===== src/rtl/sprite_rom_fetch_sched_if.sv =====
`default_nettype none
// ============================================================================
// Module      : sprite_rom_fetch_sched_if
// Description : Command, ROM, line-buffer and host-port bundle of the sprite
//               ROM fetch scheduler.
// Revision    : 1.0 - initial release
// ============================================================================
interface sprite_rom_fetch_sched_if #(
    parameter int LB_AW = 10
);
    logic             cmd_valid;
    logic             cmd_ready;
    logic [3:0]       cmd_sprite;
    logic [3:0]       cmd_row;
    logic [LB_AW-1:0] cmd_x;

    logic [11:0]      rom_address;
    logic             rom_chipselect;
    logic             rom_clken;
    logic [7:0]       rom_readdata;

    logic             lb_we;
    logic [LB_AW-1:0] lb_addr;
    logic [7:0]       lb_data;

    logic             host_req;
    logic [11:0]      host_addr;
    logic             host_gnt;
    logic             host_rvalid;
    logic [7:0]       host_rdata;

    logic             busy;
    logic             done;

    // Environment side: sprite engine, host port and ROM data return.
    modport master (
        output cmd_valid, cmd_sprite, cmd_row, cmd_x, rom_readdata, host_req, host_addr,
        input  cmd_ready, rom_address, rom_chipselect, rom_clken, lb_we, lb_addr, lb_data,
               host_gnt, host_rvalid, host_rdata, busy, done
    );

    modport slave (
        input  cmd_valid, cmd_sprite, cmd_row, cmd_x, rom_readdata, host_req, host_addr,
        output cmd_ready, rom_address, rom_chipselect, rom_clken, lb_we, lb_addr, lb_data,
               host_gnt, host_rvalid, host_rdata, busy, done
    );
endinterface
`default_nettype wire


===== src/rtl/sprite_rom_fetch_sched.sv =====
`default_nettype none
// ============================================================================
// Module      : sprite_rom_fetch_sched
// Description : Owns the sprite pattern ROM; streams 16-pixel row fetches into
//               the line buffer and interleaves single-byte host reads fairly.
// Revision    : 1.0 - initial release
// ============================================================================
module sprite_rom_fetch_sched #(
    parameter int         SPR_DIM     = 16,
    parameter int         LINE_PIXELS = 640,
    parameter int         LB_AW       = 10,
    parameter logic [7:0] TRANSPARENT = 8'h00
) (
    input  wire logic              clk,
    input  wire logic              reset_n,
    sprite_rom_fetch_sched_if.slave bus
);
    localparam int                 c_COL_W       = $clog2(SPR_DIM);
    localparam logic [c_COL_W-1:0] c_LAST_COL    = c_COL_W'(SPR_DIM - 1);
    localparam logic [LB_AW:0]     c_LINE_PIXELS = (LB_AW + 1)'(LINE_PIXELS);

    localparam logic [1:0] c_ST_IDLE  = 2'd0;
    localparam logic [1:0] c_ST_FETCH = 2'd1;
    localparam logic [1:0] c_ST_DRAIN = 2'd2;
    localparam logic [1:0] c_ST_HOST  = 2'd3;

    logic [1:0]         r_state;
    logic               r_last_cmd;
    logic [11:0]        r_rom_address;
    logic               r_rom_cs;
    logic               r_rom_clken;
    logic [LB_AW-1:0]   r_x;
    logic               r_pix_valid;
    logic [c_COL_W-1:0] r_pix_col;
    logic               r_host_pend;
    logic               r_lb_we;
    logic [LB_AW-1:0]   r_lb_addr;
    logic [7:0]         r_lb_data;
    logic               r_done;
    logic               r_host_gnt;
    logic               r_host_rvalid;
    logic [7:0]         r_host_rdata;

    logic               w_idle;
    logic               w_cmd_ready;
    logic               w_cmd_go;
    logic [c_COL_W-1:0] w_cur_col;
    logic [LB_AW:0]     w_lb_sum;
    logic               w_lb_we;

    // Host wins a tie only when the previous grant went to a command.
    assign w_idle      = (r_state == c_ST_IDLE);
    assign w_cmd_ready = w_idle & ~(bus.host_req & r_last_cmd);
    assign w_cmd_go    = bus.cmd_valid & w_cmd_ready;
    assign w_cur_col   = r_rom_address[c_COL_W-1:0];

    // One extra bit so pixels past the line end are dropped instead of wrapping.
    assign w_lb_sum = {1'b0, r_x} + (LB_AW + 1)'(r_pix_col);
    assign w_lb_we  = (bus.rom_readdata != TRANSPARENT) && (w_lb_sum < c_LINE_PIXELS);

    always_ff @(posedge clk or negedge reset_n) begin
        if (!reset_n) begin
            r_state       <= c_ST_IDLE;
            r_last_cmd    <= 1'b0;
            r_rom_address <= '0;
            r_rom_cs      <= 1'b0;
            r_rom_clken   <= 1'b0;
            r_x           <= '0;
            r_pix_valid   <= 1'b0;
            r_pix_col     <= '0;
            r_host_pend   <= 1'b0;
            r_lb_we       <= 1'b0;
            r_lb_addr     <= '0;
            r_lb_data     <= '0;
            r_done        <= 1'b0;
            r_host_gnt    <= 1'b0;
            r_host_rvalid <= 1'b0;
            r_host_rdata  <= '0;
        end else begin
            r_rom_clken   <= 1'b1;
            r_rom_cs      <= 1'b0;
            r_host_gnt    <= 1'b0;
            r_pix_valid   <= 1'b0;
            r_host_pend   <= 1'b0;
            r_lb_we       <= 1'b0;
            r_done        <= 1'b0;
            r_host_rvalid <= 1'b0;

            case (r_state)
                c_ST_IDLE: begin
                    if (w_cmd_go) begin
                        r_state       <= c_ST_FETCH;
                        r_rom_address <= {bus.cmd_sprite, bus.cmd_row, {c_COL_W{1'b0}}};
                        r_rom_cs      <= 1'b1;
                        r_x           <= bus.cmd_x;
                        r_last_cmd    <= 1'b1;
                    end else if (bus.host_req) begin
                        r_state       <= c_ST_HOST;
                        r_rom_address <= bus.host_addr;
                        r_rom_cs      <= 1'b1;
                        r_host_gnt    <= 1'b1;
                        r_last_cmd    <= 1'b0;
                    end
                end
                c_ST_FETCH: begin
                    r_pix_valid <= 1'b1;
                    r_pix_col   <= w_cur_col;
                    if (w_cur_col == c_LAST_COL) begin
                        r_state <= c_ST_DRAIN;
                    end else begin
                        r_rom_address[c_COL_W-1:0] <= w_cur_col + 1'b1;
                        r_rom_cs                   <= 1'b1;
                    end
                end
                c_ST_DRAIN: begin
                    // Leave once the final column's write slot has been presented.
                    if (r_done) begin
                        r_state <= c_ST_IDLE;
                    end
                end
                c_ST_HOST: begin
                    r_host_pend <= 1'b1;
                    r_state     <= c_ST_IDLE;
                end
                default: r_state <= c_ST_IDLE;
            endcase

            if (r_pix_valid) begin
                r_lb_we   <= w_lb_we;
                r_lb_addr <= w_lb_sum[LB_AW-1:0];
                r_lb_data <= bus.rom_readdata;
                r_done    <= (r_pix_col == c_LAST_COL);
            end

            if (r_host_pend) begin
                r_host_rvalid <= 1'b1;
                r_host_rdata  <= bus.rom_readdata;
            end
        end
    end

    assign bus.cmd_ready      = w_cmd_ready;
    assign bus.rom_address    = r_rom_address;
    assign bus.rom_chipselect = r_rom_cs;
    assign bus.rom_clken      = r_rom_clken;
    assign bus.lb_we          = r_lb_we;
    assign bus.lb_addr        = r_lb_addr;
    assign bus.lb_data        = r_lb_data;
    assign bus.host_gnt       = r_host_gnt;
    assign bus.host_rvalid    = r_host_rvalid;
    assign bus.host_rdata     = r_host_rdata;
    assign bus.busy           = ~w_idle;
    assign bus.done           = r_done;

endmodule
`default_nettype wire


===== src/flat_wrapper.sv =====
// flat-port wrapper written by rule: the top's interface ports become plain ports
module sprite_rom_fetch_sched_flat 
#(
    parameter int         SPR_DIM     = 16,
    parameter int         LINE_PIXELS = 640,
    parameter int         LB_AW       = 10,
    parameter logic [7:0] TRANSPARENT = 8'h00
)
  (clk, reset_n, bus_cmd_valid, bus_cmd_sprite, bus_cmd_row, bus_cmd_x, bus_rom_readdata, bus_host_req, bus_host_addr, bus_cmd_ready, bus_rom_address, bus_rom_chipselect, bus_rom_clken, bus_lb_we, bus_lb_addr, bus_lb_data, bus_host_gnt, bus_host_rvalid, bus_host_rdata, bus_busy, bus_done);
  sprite_rom_fetch_sched_if #(.LB_AW(LB_AW)) bus_i ();
  input  wire logic clk;
  input  wire logic reset_n;
  input wire logic [$bits(bus_i.cmd_valid)-1:0] bus_cmd_valid;
  input wire logic [$bits(bus_i.cmd_sprite)-1:0] bus_cmd_sprite;
  input wire logic [$bits(bus_i.cmd_row)-1:0] bus_cmd_row;
  input wire logic [$bits(bus_i.cmd_x)-1:0] bus_cmd_x;
  input wire logic [$bits(bus_i.rom_readdata)-1:0] bus_rom_readdata;
  input wire logic [$bits(bus_i.host_req)-1:0] bus_host_req;
  input wire logic [$bits(bus_i.host_addr)-1:0] bus_host_addr;
  output wire logic [$bits(bus_i.cmd_ready)-1:0] bus_cmd_ready;
  output wire logic [$bits(bus_i.rom_address)-1:0] bus_rom_address;
  output wire logic [$bits(bus_i.rom_chipselect)-1:0] bus_rom_chipselect;
  output wire logic [$bits(bus_i.rom_clken)-1:0] bus_rom_clken;
  output wire logic [$bits(bus_i.lb_we)-1:0] bus_lb_we;
  output wire logic [$bits(bus_i.lb_addr)-1:0] bus_lb_addr;
  output wire logic [$bits(bus_i.lb_data)-1:0] bus_lb_data;
  output wire logic [$bits(bus_i.host_gnt)-1:0] bus_host_gnt;
  output wire logic [$bits(bus_i.host_rvalid)-1:0] bus_host_rvalid;
  output wire logic [$bits(bus_i.host_rdata)-1:0] bus_host_rdata;
  output wire logic [$bits(bus_i.busy)-1:0] bus_busy;
  output wire logic [$bits(bus_i.done)-1:0] bus_done;
  assign bus_i.cmd_valid = bus_cmd_valid;
  assign bus_i.cmd_sprite = bus_cmd_sprite;
  assign bus_i.cmd_row = bus_cmd_row;
  assign bus_i.cmd_x = bus_cmd_x;
  assign bus_i.rom_readdata = bus_rom_readdata;
  assign bus_i.host_req = bus_host_req;
  assign bus_i.host_addr = bus_host_addr;
  assign bus_cmd_ready = bus_i.cmd_ready;
  assign bus_rom_address = bus_i.rom_address;
  assign bus_rom_chipselect = bus_i.rom_chipselect;
  assign bus_rom_clken = bus_i.rom_clken;
  assign bus_lb_we = bus_i.lb_we;
  assign bus_lb_addr = bus_i.lb_addr;
  assign bus_lb_data = bus_i.lb_data;
  assign bus_host_gnt = bus_i.host_gnt;
  assign bus_host_rvalid = bus_i.host_rvalid;
  assign bus_host_rdata = bus_i.host_rdata;
  assign bus_busy = bus_i.busy;
  assign bus_done = bus_i.done;
  sprite_rom_fetch_sched #(.SPR_DIM(SPR_DIM), .LINE_PIXELS(LINE_PIXELS), .LB_AW(LB_AW), .TRANSPARENT(TRANSPARENT)) u_core (.clk(clk), .reset_n(reset_n), .bus(bus_i));
endmodule

===== config.mk =====
export PLATFORM = sky130hd
export DESIGN_NAME = sprite_rom_fetch_sched_flat
export DESIGN_NICKNAME = d
export VERILOG_FILES = /design/src/rtl/sprite_rom_fetch_sched_if.sv /design/src/rtl/sprite_rom_fetch_sched.sv /design/src/flat_wrapper.sv
export SDC_FILE = /design/constraint.sdc
export NUM_CORES = 1
export LEC_CHECK = 0
export BUFFER_PORTS_ARGS = -buffer_cell sky130_fd_sc_hd__clkbuf_2
export CAP_MARGIN = 20
export CORE_MARGIN = 4
export CORE_UTILIZATION = 30
export CTS_CLUSTER_DIAMETER = 60
export DETAILED_ROUTE_END_ITERATION = 8
export GPL_ROUTABILITY_DRIVEN = 0
export GPL_TIMING_DRIVEN = 0
export SETUP_SLACK_MARGIN = 0.4
export SLEW_MARGIN = 20
export SYNTH_ARGS = -nofsm -noshare
export SYNTH_HDL_FRONTEND = slang
export SYNTH_SLANG_ARGS = --single-unit

===== constraint.sdc =====
create_clock -name clk -period 2.4 [get_ports clk]
set_clock_uncertainty 0.05 [all_clocks]
set_input_delay 0.24 -clock clk [delete_from_list [all_inputs] [get_ports clk]]
set_output_delay 0.24 -clock clk [all_outputs]
set_load 0.1 [all_outputs]

==> results of run 1 <==
[routing by layer]
layer  vias up  track usage (%)  share of wire [%]
met5         -                0                  0
li1       1060                -                  -
met3        14             3.37                4.9
met1      1050             16.7                 45
met4         0             6.84                2.1
met2        54             19.1                 48
[layout make-up]
class | count | area [um2] | area share, %
flip-flops and latches | 63 | 1580 | 41.2
multi-input cells | 159 | 1240 | 32.3
repair buffers | 96 | 523 | 13.7
well taps | 129 | 161 | 4.21
clock buffers | 9 | 124 | 3.23
clock inverters | 7 | 120 | 3.14
plain buffers | 8 | 47.5 | 1.24
inverters | 10 | 37.5 | 0.980
[flip-flops by register name (all words and copies together), names as in the netlist]
register	cells
u_core.bus.host_rvalid	1
u_core.bus.rom_clken	1
u_core.bus.done	1
u_core.r_state	2
u_core.bus.rom_address	12
u_core.bus.lb_addr	10
u_core.r_pix_valid	1
u_core.r_host_pend	1
u_core.bus.host_gnt	1
u_core.r_x	10
u_core.bus.host_rdata	8
u_core.r_last_cmd	1
u_core.r_pix_col	4
u_core.bus.rom_chipselect	1
u_core.bus.lb_data	8
u_core.bus.lb_we	1
[critical path: stages (launching register included)]
cell	delay [ps]
dfrtp_1	390
ha_2	210
fa_2	390
a211oi_4	290
nor2_1	100
a41o_1	270
a221oi_2	170
[cells by family after synthesis]
kind of cell	share of synthesized area [%]
simple gates	10.2
flops	55.5
compound gates	10.7
mux	16.1
buf+inv	2.99
fa+ha+maj	2.90
xor+xnor	1.54
other cells	0.132
[timing repair]
action                                  4_1_cts  5_1_grt
pin swaps                                     1        6
resized for setup                             4        7
hold endpoints to repair                     28        0
endpoints found under the setup margin        3        2
cloned                                        0        0
setup buffers                                 1        6
hold buffers                                  1        0
[stage by stage]
| stage | setup slack (ps) | std cells |
|---|---|---|
| 2_1_floorplan | 226 | 240 |
| 3_3_place_gp | 217 | 456 |
| 3_5_place_dp | 205 | 457 |
| 4_1_cts | 406 | 475 |
| 5_1_grt | 347 | 481 |
| 6_report | 439 | 481 |
[synthesized netlist by cell type (2+ instances only)]
library cell / n
inv_1: 8
a31oi_1: 3
o21ai_1: 10
nor3b_1: 2
buf_4: 2
clkbuf_1: 3
o21ai_0: 6
inv_2: 2
a21oi_1: 6
mux2_2: 20
mux2_4: 8
xor2_1: 2
mux2i_1: 10
nand2_1: 31
buf_2: 2
o22ai_1: 2
and3_1: 2
nand3_1: 7
or4_1: 2
dfrtp_1: 63
ha_1: 5
nor2_1: 12
o221ai_1: 2
xnor2_1: 3
[worst max-delay path by stage]
stage / start / end / slack, ps / cells past startpoint
after detailed placement: u_core.r_pix_col[0] / u_core.bus.lb_we / 210 / 6
final: u_core.r_x[0] / u_core.bus.lb_we / 440 / 6
after CTS: u_core.r_pix_col[0] / u_core.bus.lb_we / 410 / 6
after floorplan: u_core.r_state[1] / u_core.r_x[0] / 230 / 4
after global routing: u_core.r_pix_col[0] / u_core.bus.lb_we / 350 / 6
after global placement: u_core.r_pix_col[0] / u_core.bus.lb_we / 220 / 6
==> results.cfg, run 1 <==
[status]
result_of_the_run = finished, final reports clean

[critical_path]
timing.critical_path.to_type = register
data_required_time_at_the_worst_endpoint_ps = 2600
timing.setup.critical_path_class = reg -> reg
worst_r2r_startpoint = u_core.r_x[0]
timing.critical_path.fanout_max = 2
worst_path_arrival_time_ps = 2160
r2r-end = u_core.bus.lb_we
reg2regPathDepth = 6
setup.worst_path.start_class = register
r2r_setup_slack_ps = 440

[logic_synthesis]
ys.flop_type = dfrtp_1
postSynthNetCount = 288
mapped_area_um2 = 2840
synthesis.area_per_instance_um2 = 11.8
synth_top_cell_by_area = dfrtp_1
sequential_area_share_after_synthesis_pct = 55.5
synth_top_area_share_pct = 55.5
largest_cells_by_area_after_synthesis = dfrtp_1 (55%), mux2_2 (7.9%), mux2_4 (4.2%)
flop_and_latch_count_out_of_synthesis = 63
async_reset_ff_share_pct = 100
netlist_instances = 240
ys.warnings.count = 0
post_synth_num_cell_types = 51
number_of_synthesized_flops_with_an_enable_pin = 0

[job]
cap_viol_max_count = 0

[die]
floorplan.core_area_um2 = 9240
initial_utilization_pct = 30.8
floorplan.die.width_um = 105
die_h_um = 105
floorplan.io_pins = 88
floorplan.rows = 35
die_area_um2 = 11100

[final_layout]
post-route-util_pct = 41.4
finished_cell_area_um2 = 3830
leading_cell_type_in_the_layout_fill_and_taps_excluded = clkbuf_2
fill_cells = 918
post_route_cells_drive_above_1_share_pct = 46.3
num_antenna_cells = 0
final_cell_mix = clkbuf_2 (85), dfrtp_1 (62), nand2_1 (31), mux2_2 (20), nor2_1 (12)
areaGrowthSynthToFinish_pct = 34.7
final_net_count = 395

[placed_design]
io_buffers = 87
placed_cell_area_um2 = 3460
placed_wire_length_estimate_um = 5000

[drt]
routed_via_density = 4.53
detailedRoute.firstPassIterationCount = 4
vias = 2178
drt_wl_total_um = 6760
drtIter0Drc = 45
drcViolationCount = 0
ant_nets = 0
wl_per_cell_um = 14.1

[worst_hold_path]
worst_hold_startpoint = bus_cmd_x[1]
min_path_type = in -> reg
timing.hold.worst_path_depth = 2
min_delay_worst_endpoint = u_core.r_x[1]

[sta]
layout_min_cycle_time_ps = 1960
tightest_slew_ps = 549
timing.setup.tns_ps = 0
hold_violation_total_from_the_final_report = 0
finalCritPeriodShare_pct = 81.7
unrepaired_setup_endpoints_after_global_routing = true
fmax_mhz = 510
timing.final.max_slew_violations = 0
setup_viol = 0
hold_ws_ps = 80.2
slew-limit-headroom_pct = 63.6

[global_route]
first_global_vias = 2223
grt-ovfl-total = 0
grt_first_pass_wirelength_um = 11100
grtUsageTotal_pct = 12.7
antenna_found_initial = 0
grt_max_degree = 36

[cts]
clock_insertion_delay_worst_skew_ps = 340
cts.clk_slew.worst_paths_ps = 80
clkSinkCount = 63
cts_root_buf = clkbuf_8
cts_tree = done
h-tree-depth = 3
cts_max_path_buffers = 2
numCtsBuffers = 9
Power of run 1 is left out: the tool's default activity adds up to more than one toggle a clock period on the data nets, which glitch-free logic cannot reach.
==> run 2: changes to the inputs <==
ABC_AREA = 1   (was default)
clock period = 2 ns   (was 2.4 ns; I/O delays follow)
==> run 2 against run 1 <==
Wire length up 5.9%. Final area up 2.9%. Critical endpoint unchanged. Setup slack worse by 66 ps.
==> results.cfg, run 2 <==
[global_route]
grt-ovfl-total = 0
grt_max_degree = 44
grtUsageTotal_pct = 13.5
antenna_found_initial = 0
grt_first_pass_wirelength_um = 12200
first_global_vias = 2516

[drt]
wl_per_cell_um = 12.5
drcViolationCount = 0
vias = 2464
ant_nets = 0
drt_wl_total_um = 7160
detailedRoute.firstPassIterationCount = 4
drtIter0Drc = 82
routed_via_density = 4.31

[critical_path]
timing.setup.critical_path_class = reg -> reg
worst-path-buf-inv = 0
timing.critical_path.to_type = register
worst_path_arrival_time_ps = 1840
data_required_time_at_the_worst_endpoint_ps = 2210
critPathMaxStageDelay_ps = 390
critPathTopFamily = adder cells
setup.worst_path.start_class = register
worst_path_max_delay_cell = dfrtp_1
timing.critical_path.fanout_max = 4
cp_cell_sequence = ha_2 -> fa_2 -> nand3_2 -> nand3_4 -> nand2_2 -> nor2_1 -> nand2_1 -> nand3_1 -> a21oi_2

[logic_synthesis]
netlist_instances = 327
largest_cells_by_area_after_synthesis = dfrtp_1 (54%), nand2_1 (16%), nand3_1 (3.1%)
synth_top_area_share_pct = 53.9
sequential_area_share_after_synthesis_pct = 53.9
postSynthNetCount = 375
flop_and_latch_count_out_of_synthesis = 63
mapped_area_um2 = 2920
ys_top_cells_by_count = nand2_1 (127), dfrtp_1 (63), inv_1 (21)
post_synth_num_cell_types = 33
synthesis.area_per_instance_um2 = 8.94
yosys.cell_count.top_type = nand2_1
async_reset_ff_share_pct = 100
synth_top_cell_by_area = dfrtp_1
ys.warnings.count = 0
ys.flop_type = dfrtp_1
number_of_synthesized_flops_with_an_enable_pin = 0

[sta]
fmax_mhz = 615
slew-limit-headroom_pct = 63.4
timing.final.max_slew_violations = 0
timing.setup.tns_ps = 0
layout_min_cycle_time_ps = 1630
unrepaired_setup_endpoints_after_global_routing = true
hold_violation_total_from_the_final_report = 0
setup_viol = 0
finalCritPeriodShare_pct = 81.4
tightest_slew_ps = 551

[die]
floorplan.die.width_um = 107
floorplan.core_area_um2 = 9370
initial_utilization_pct = 31.2
floorplan.rows = 35
floorplan.io_pins = 88
die_area_um2 = 11400
die_h_um = 107

[job]
cap_viol_max_count = 0

[cts]
cts_root_buf = clkbuf_8
clkSinkCount = 63
clock_insertion_delay_worst_skew_ps = 330
h-tree-depth = 3
cts.clk_slew.worst_paths_ps = 70
numCtsBuffers = 9
cts_max_path_buffers = 2
cts_tree = done

[final_layout]
leading_cell_type_in_the_layout_fill_and_taps_excluded = nand2_1
final_net_count = 486
post_route_cells_drive_above_1_share_pct = 35.4
areaGrowthSynthToFinish_pct = 34.8
num_antenna_cells = 0
largest_reg_flops = 12
final_cell_mix = nand2_1 (125), clkbuf_2 (84), dfrtp_1 (56), inv_1 (19), nand3_1 (15)

[worst_hold_path]
min_path_type = in -> reg

[status]
result_of_the_run = finished, final reports clean

[placed_design]
io_buffers = 87
placed_wire_length_estimate_um = 5500
run 2: cell count changes in the layout (fill, tap and decap cells not counted), moves of 4 or more:
cell,before,now
a21oi_1,6,2
clkbuf_1,3,7
dfrtp_1,62,56
dfrtp_2,1,5
inv_1,8,19
mux2_2,20,8
mux2_4,8,0
mux2i_1,10,0
nand2_1,31,125
nand3_1,7,15
o211ai_1,0,5
o21ai_0,6,10
or2_0,0,8
run 2: cell type report:
| cell class | instances | area (um2) |
|---|---|---|
| fill | 1023 | 5430 |
| sequential | 63 | 1590 |
| multi-input combinational | 229 | 1250 |
| timing repair buffer | 100 | 584 |
| tap | 129 | 161 |
| clock buffer | 12 | 145 |
| inverter | 24 | 92.6 |
| buffer | 11 | 73.8 |
| clock inverter | 4 | 45.0 |
run 2: final timing paths:
check / from / endpoint / slack, ps / depth (start not counted)
min in group asynchronous: reset_n / u_core.bus.lb_data[5] / 260 / 2
setup reg to reg: u_core.r_pix_col[0] / u_core.bus.lb_we / 370 / 9
hold reg to reg: u_core.r_host_pend / u_core.bus.host_rvalid / 330 / 0
hold / removal: bus_cmd_x[5] / u_core.r_x[5] / 20 / 3
setup / recovery: u_core.r_pix_col[0] / u_core.bus.lb_we / 370 / 9
max in group asynchronous: reset_n / u_core.bus.rom_address[3] / 1110 / 3
run 2: cells by family after synthesis:
logic type                 after synthesis  synth area share [%]
xor gates and xnor gates                 2                 0.599
and+or+nand+nor                        176                  25.9
other                                    1                 0.128
muxes                                    8                  3.08
DFF                                     63                  53.9
adders and majority gates                6                  2.82
AOI/OAI and AO/OA                       36                  8.00
buffers and inverters                   35                  5.56
run 2: repair_timing:
action / in CTS / in global routing
endpoints found under the setup margin: 8 / 19
pin swaps: 5 / 7
buffers inserted: 6 / 3
gates resized for setup: 13 / 14
hold endpoints to repair: 21 / 1
hold buffers: 2 / 1
run 2: metal layers:
metal / wire length, um / GRT usage [%] / vias to the layer above / part of all wire [%]
li1: - / - / 1270 / -
met4: 76 / 4.47 / 0 / 1.1
met1: 3120 / 17.0 / 1141 / 44
met5: 0 / 0 / - / 0
met3: 330 / 4.03 / 7 / 4.6
met2: 3640 / 22.3 / 46 / 51
run 2: tightest hold or removal path: stages:
cell and delay (ps):
clkbuf_2 70, nand2_1 40, nand2_1 50
run 2: stage by stage:
step	setup WS [ps]	area [um2]	std cells	hold slack, ps	utilization, %
after floorplan	415	2940	327	-146	-
after global placement	79.8	3540	543	311	37.7
after detailed placement	227	3570	544	90.0	38.1
after CTS	337	3880	568	4.99	41.4
after global routing	268	3940	572	36.1	42.1
final	373	3940	572	17.9	42.1
Power of run 2 is left out for the same reason.
==> run 3: changes to the inputs <==
clock period = 1.53 ns   (was 2 ns; I/O delays follow)
==> run 3 against run 2 <==
The run now ends with negative hold slack, negative setup slack left. Core utilization grew 21 points. Fmax shrank 7.7%. Worst hold slack worse by 18 ps. Wire length up 26%. Critical path depth unchanged. Non-clock buffer count grew 69. Sequential share of layout area fell by 13 points. Global-route usage grew 3.1 points. Via count is 15% higher. Setup slack got worse by 610 ps. Register-to-register slack got worse by 610 ps. Flip-flop and latch count unchanged. Critical endpoint unchanged.
==> results.cfg, run 3 (same netlist as run 2, synthesis figures left out) <==
[status]
result_of_the_run = complete, but fails checks
failing_checks = negative hold slack, negative setup slack

[critical_path]
reg2regPathDepth = 9
worst-path-buf-inv = 0
worst_path_max_delay_cell = dfrtp_1
critPathTopFamily = adder cells
crit_path_frequent_cell = nand2_2
data_required_time_at_the_worst_endpoint_ps = 1740
worst_path_arrival_time_ps = 1980
timing.critical_path.fanout_max = 4
worstSetupPathDepth = 9
critPathMaxStageDelay_ps = 430
timing.critical_path.to_type = register
timing.setup.critical_path_class = reg -> reg
cp_cell_sequence = ha_4 -> fa_2 -> nand3_2 -> nand3_4 -> nand2_2 -> nand2_2 -> nand2_2 -> nand3_2 -> a21oi_2
setup.worst_path.start_class = register

[die]
floorplan.core_area_um2 = 9370
floorplan.io_pins = 88
floorplan.die.width_um = 107
initial_utilization_pct = 31.2
die_h_um = 107
die_area_um2 = 11400
floorplan.rows = 35

[drt]
drcViolationCount = 0
vias = 2838
routed_via_density = 4.42
drtIter0Drc = 69
wl_per_cell_um = 14.1
ant_nets = 0
drt_wl_total_um = 9020
detailedRoute.firstPassIterationCount = 4

[sta]
pnr_worst_setup_slack_ps = -233
fmax_mhz = 567
hold_ws_ps = -0.228
setup_viol = 15
hold_violation_total_from_the_final_report = 1
finalCritPeriodShare_pct = 115
timing.final.max_slew_violations = 0
layout_min_cycle_time_ps = 1760
unrepaired_setup_endpoints_after_global_routing = true

[final_layout]
areaGrowthSynthToFinish_pct = 101
finished_cell_area_um2 = 5880
leading_cell_type_in_the_layout_fill_and_taps_excluded = nand2_1
non_filler_cells_final = 642
final_cell_mix = nand2_1 (95), clkbuf_2 (41), clkbuf_16 (40), buf_4 (40), dfrtp_1 (39)
num_antenna_cells = 0
largest_reg_flops = 12
final_net_count = 556
post_route_cells_drive_above_1_share_pct = 56.9

[cts]
clock_insertion_delay_worst_skew_ps = 340
cts_root_buf = clkbuf_8
cts_tree = done
cts_max_path_buffers = 2
cts.clk_slew.worst_paths_ps = 80
numCtsBuffers = 9
clkSinkCount = 63
h-tree-depth = 3

[global_route]
grt_max_degree = 53
grt_first_pass_wirelength_um = 15000
first_global_vias = 3036
grtUsageTotal_pct = 16.6
grt-ovfl-total = 0
antenna_found_initial = 0

[placed_design]
io_buffers = 87
placed_wire_length_estimate_um = 5550
dp_cell_count = 544
dp_worst_setup_slack_ps = -207
placed_cell_area_um2 = 3690

[worst_hold_path]
timing.hold.worst_path_depth = 3
min_path_type = in -> reg

[job]
cap_viol_max_count = 0
run 3: cell types whose count changed in the layout (fill, tap and decap cells not counted), sizes merged:
| cell | previous run | this run |
|---|---|---|
| buf | 17 | 78 |
| dlygate4sd3 | 3 | 18 |
| clkbuf | 103 | 95 |
| clkinvlp | 0 | 3 |
| inv | 24 | 22 |
| bufinv | 1 | 2 |
| clkinv | 3 | 2 |
| nand2 | 128 | 129 |
run 3: repair_timing:
item,CTS,global route
hold buffers,18,0
gates cloned,5,1
gates resized for setup,198,67
buffers inserted,41,17
endpoints found under the setup margin,105,105
endpoints found under the hold margin,80,0
pin swaps,24,26
run 3: per-layer routing:
layer | GRT usage (%) | part of all wire, % | up-vias | wire length [um]
met5 | 0 | 0 | - | 0
met4 | 5.84 | 1.4 | 0 | 122
met3 | 3.25 | 4.5 | 11 | 404
met2 | 29.1 | 52 | 62 | 4690
met1 | 20.3 | 42 | 1355 | 3800
li1 | - | - | 1410 | -
run 3: cell type report:
class | instances | area (um2)
Buffer | 11 | 125
Inverter | 24 | 106
Multi-Input combinational cell | 230 | 1490
Clock inverter | 5 | 80.1
Timing Repair Buffer | 169 | 2150
Sequential cell | 63 | 1610
Tap cell | 129 | 161
Fill cell | 768 | 3500
Clock buffer | 11 | 151
run 3: metrics by stage:
stage / setup TNS (ps) / utilization [%]
floorplan: 0 / -
global placement: -15080 / 39.1
detailed placement: -641 / 39.4
CTS: -402 / 59.0
global route: -2720 / 62.7
finish: -856 / 62.7
run 3: worst register-to-register path, delay by kind of cell (launching register included):
kind,cells,cell delay (ps)
compound gates,1,150
fa+ha+maj,2,600
flops,1,430
simple gates,6,470
run 3: path summary, 6_finish.rpt:
path,slack (ps),from,endpoint
worst max-delay path,-230,u_core.r_x[0],u_core.bus.lb_we
worst min-delay path,-0.2,bus_rom_readdata[6],u_core.bus.lb_data[6]
worst max register to register,-230,u_core.r_x[0],u_core.bus.lb_we
worst min register to register,330,u_core.r_host_pend,u_core.bus.host_rvalid
max in group asynchronous,720,reset_n,u_core.bus.lb_addr[0]
min in group asynchronous,170,reset_n,u_core.bus.rom_address[11]
Power of run 3 is left out for the same reason.
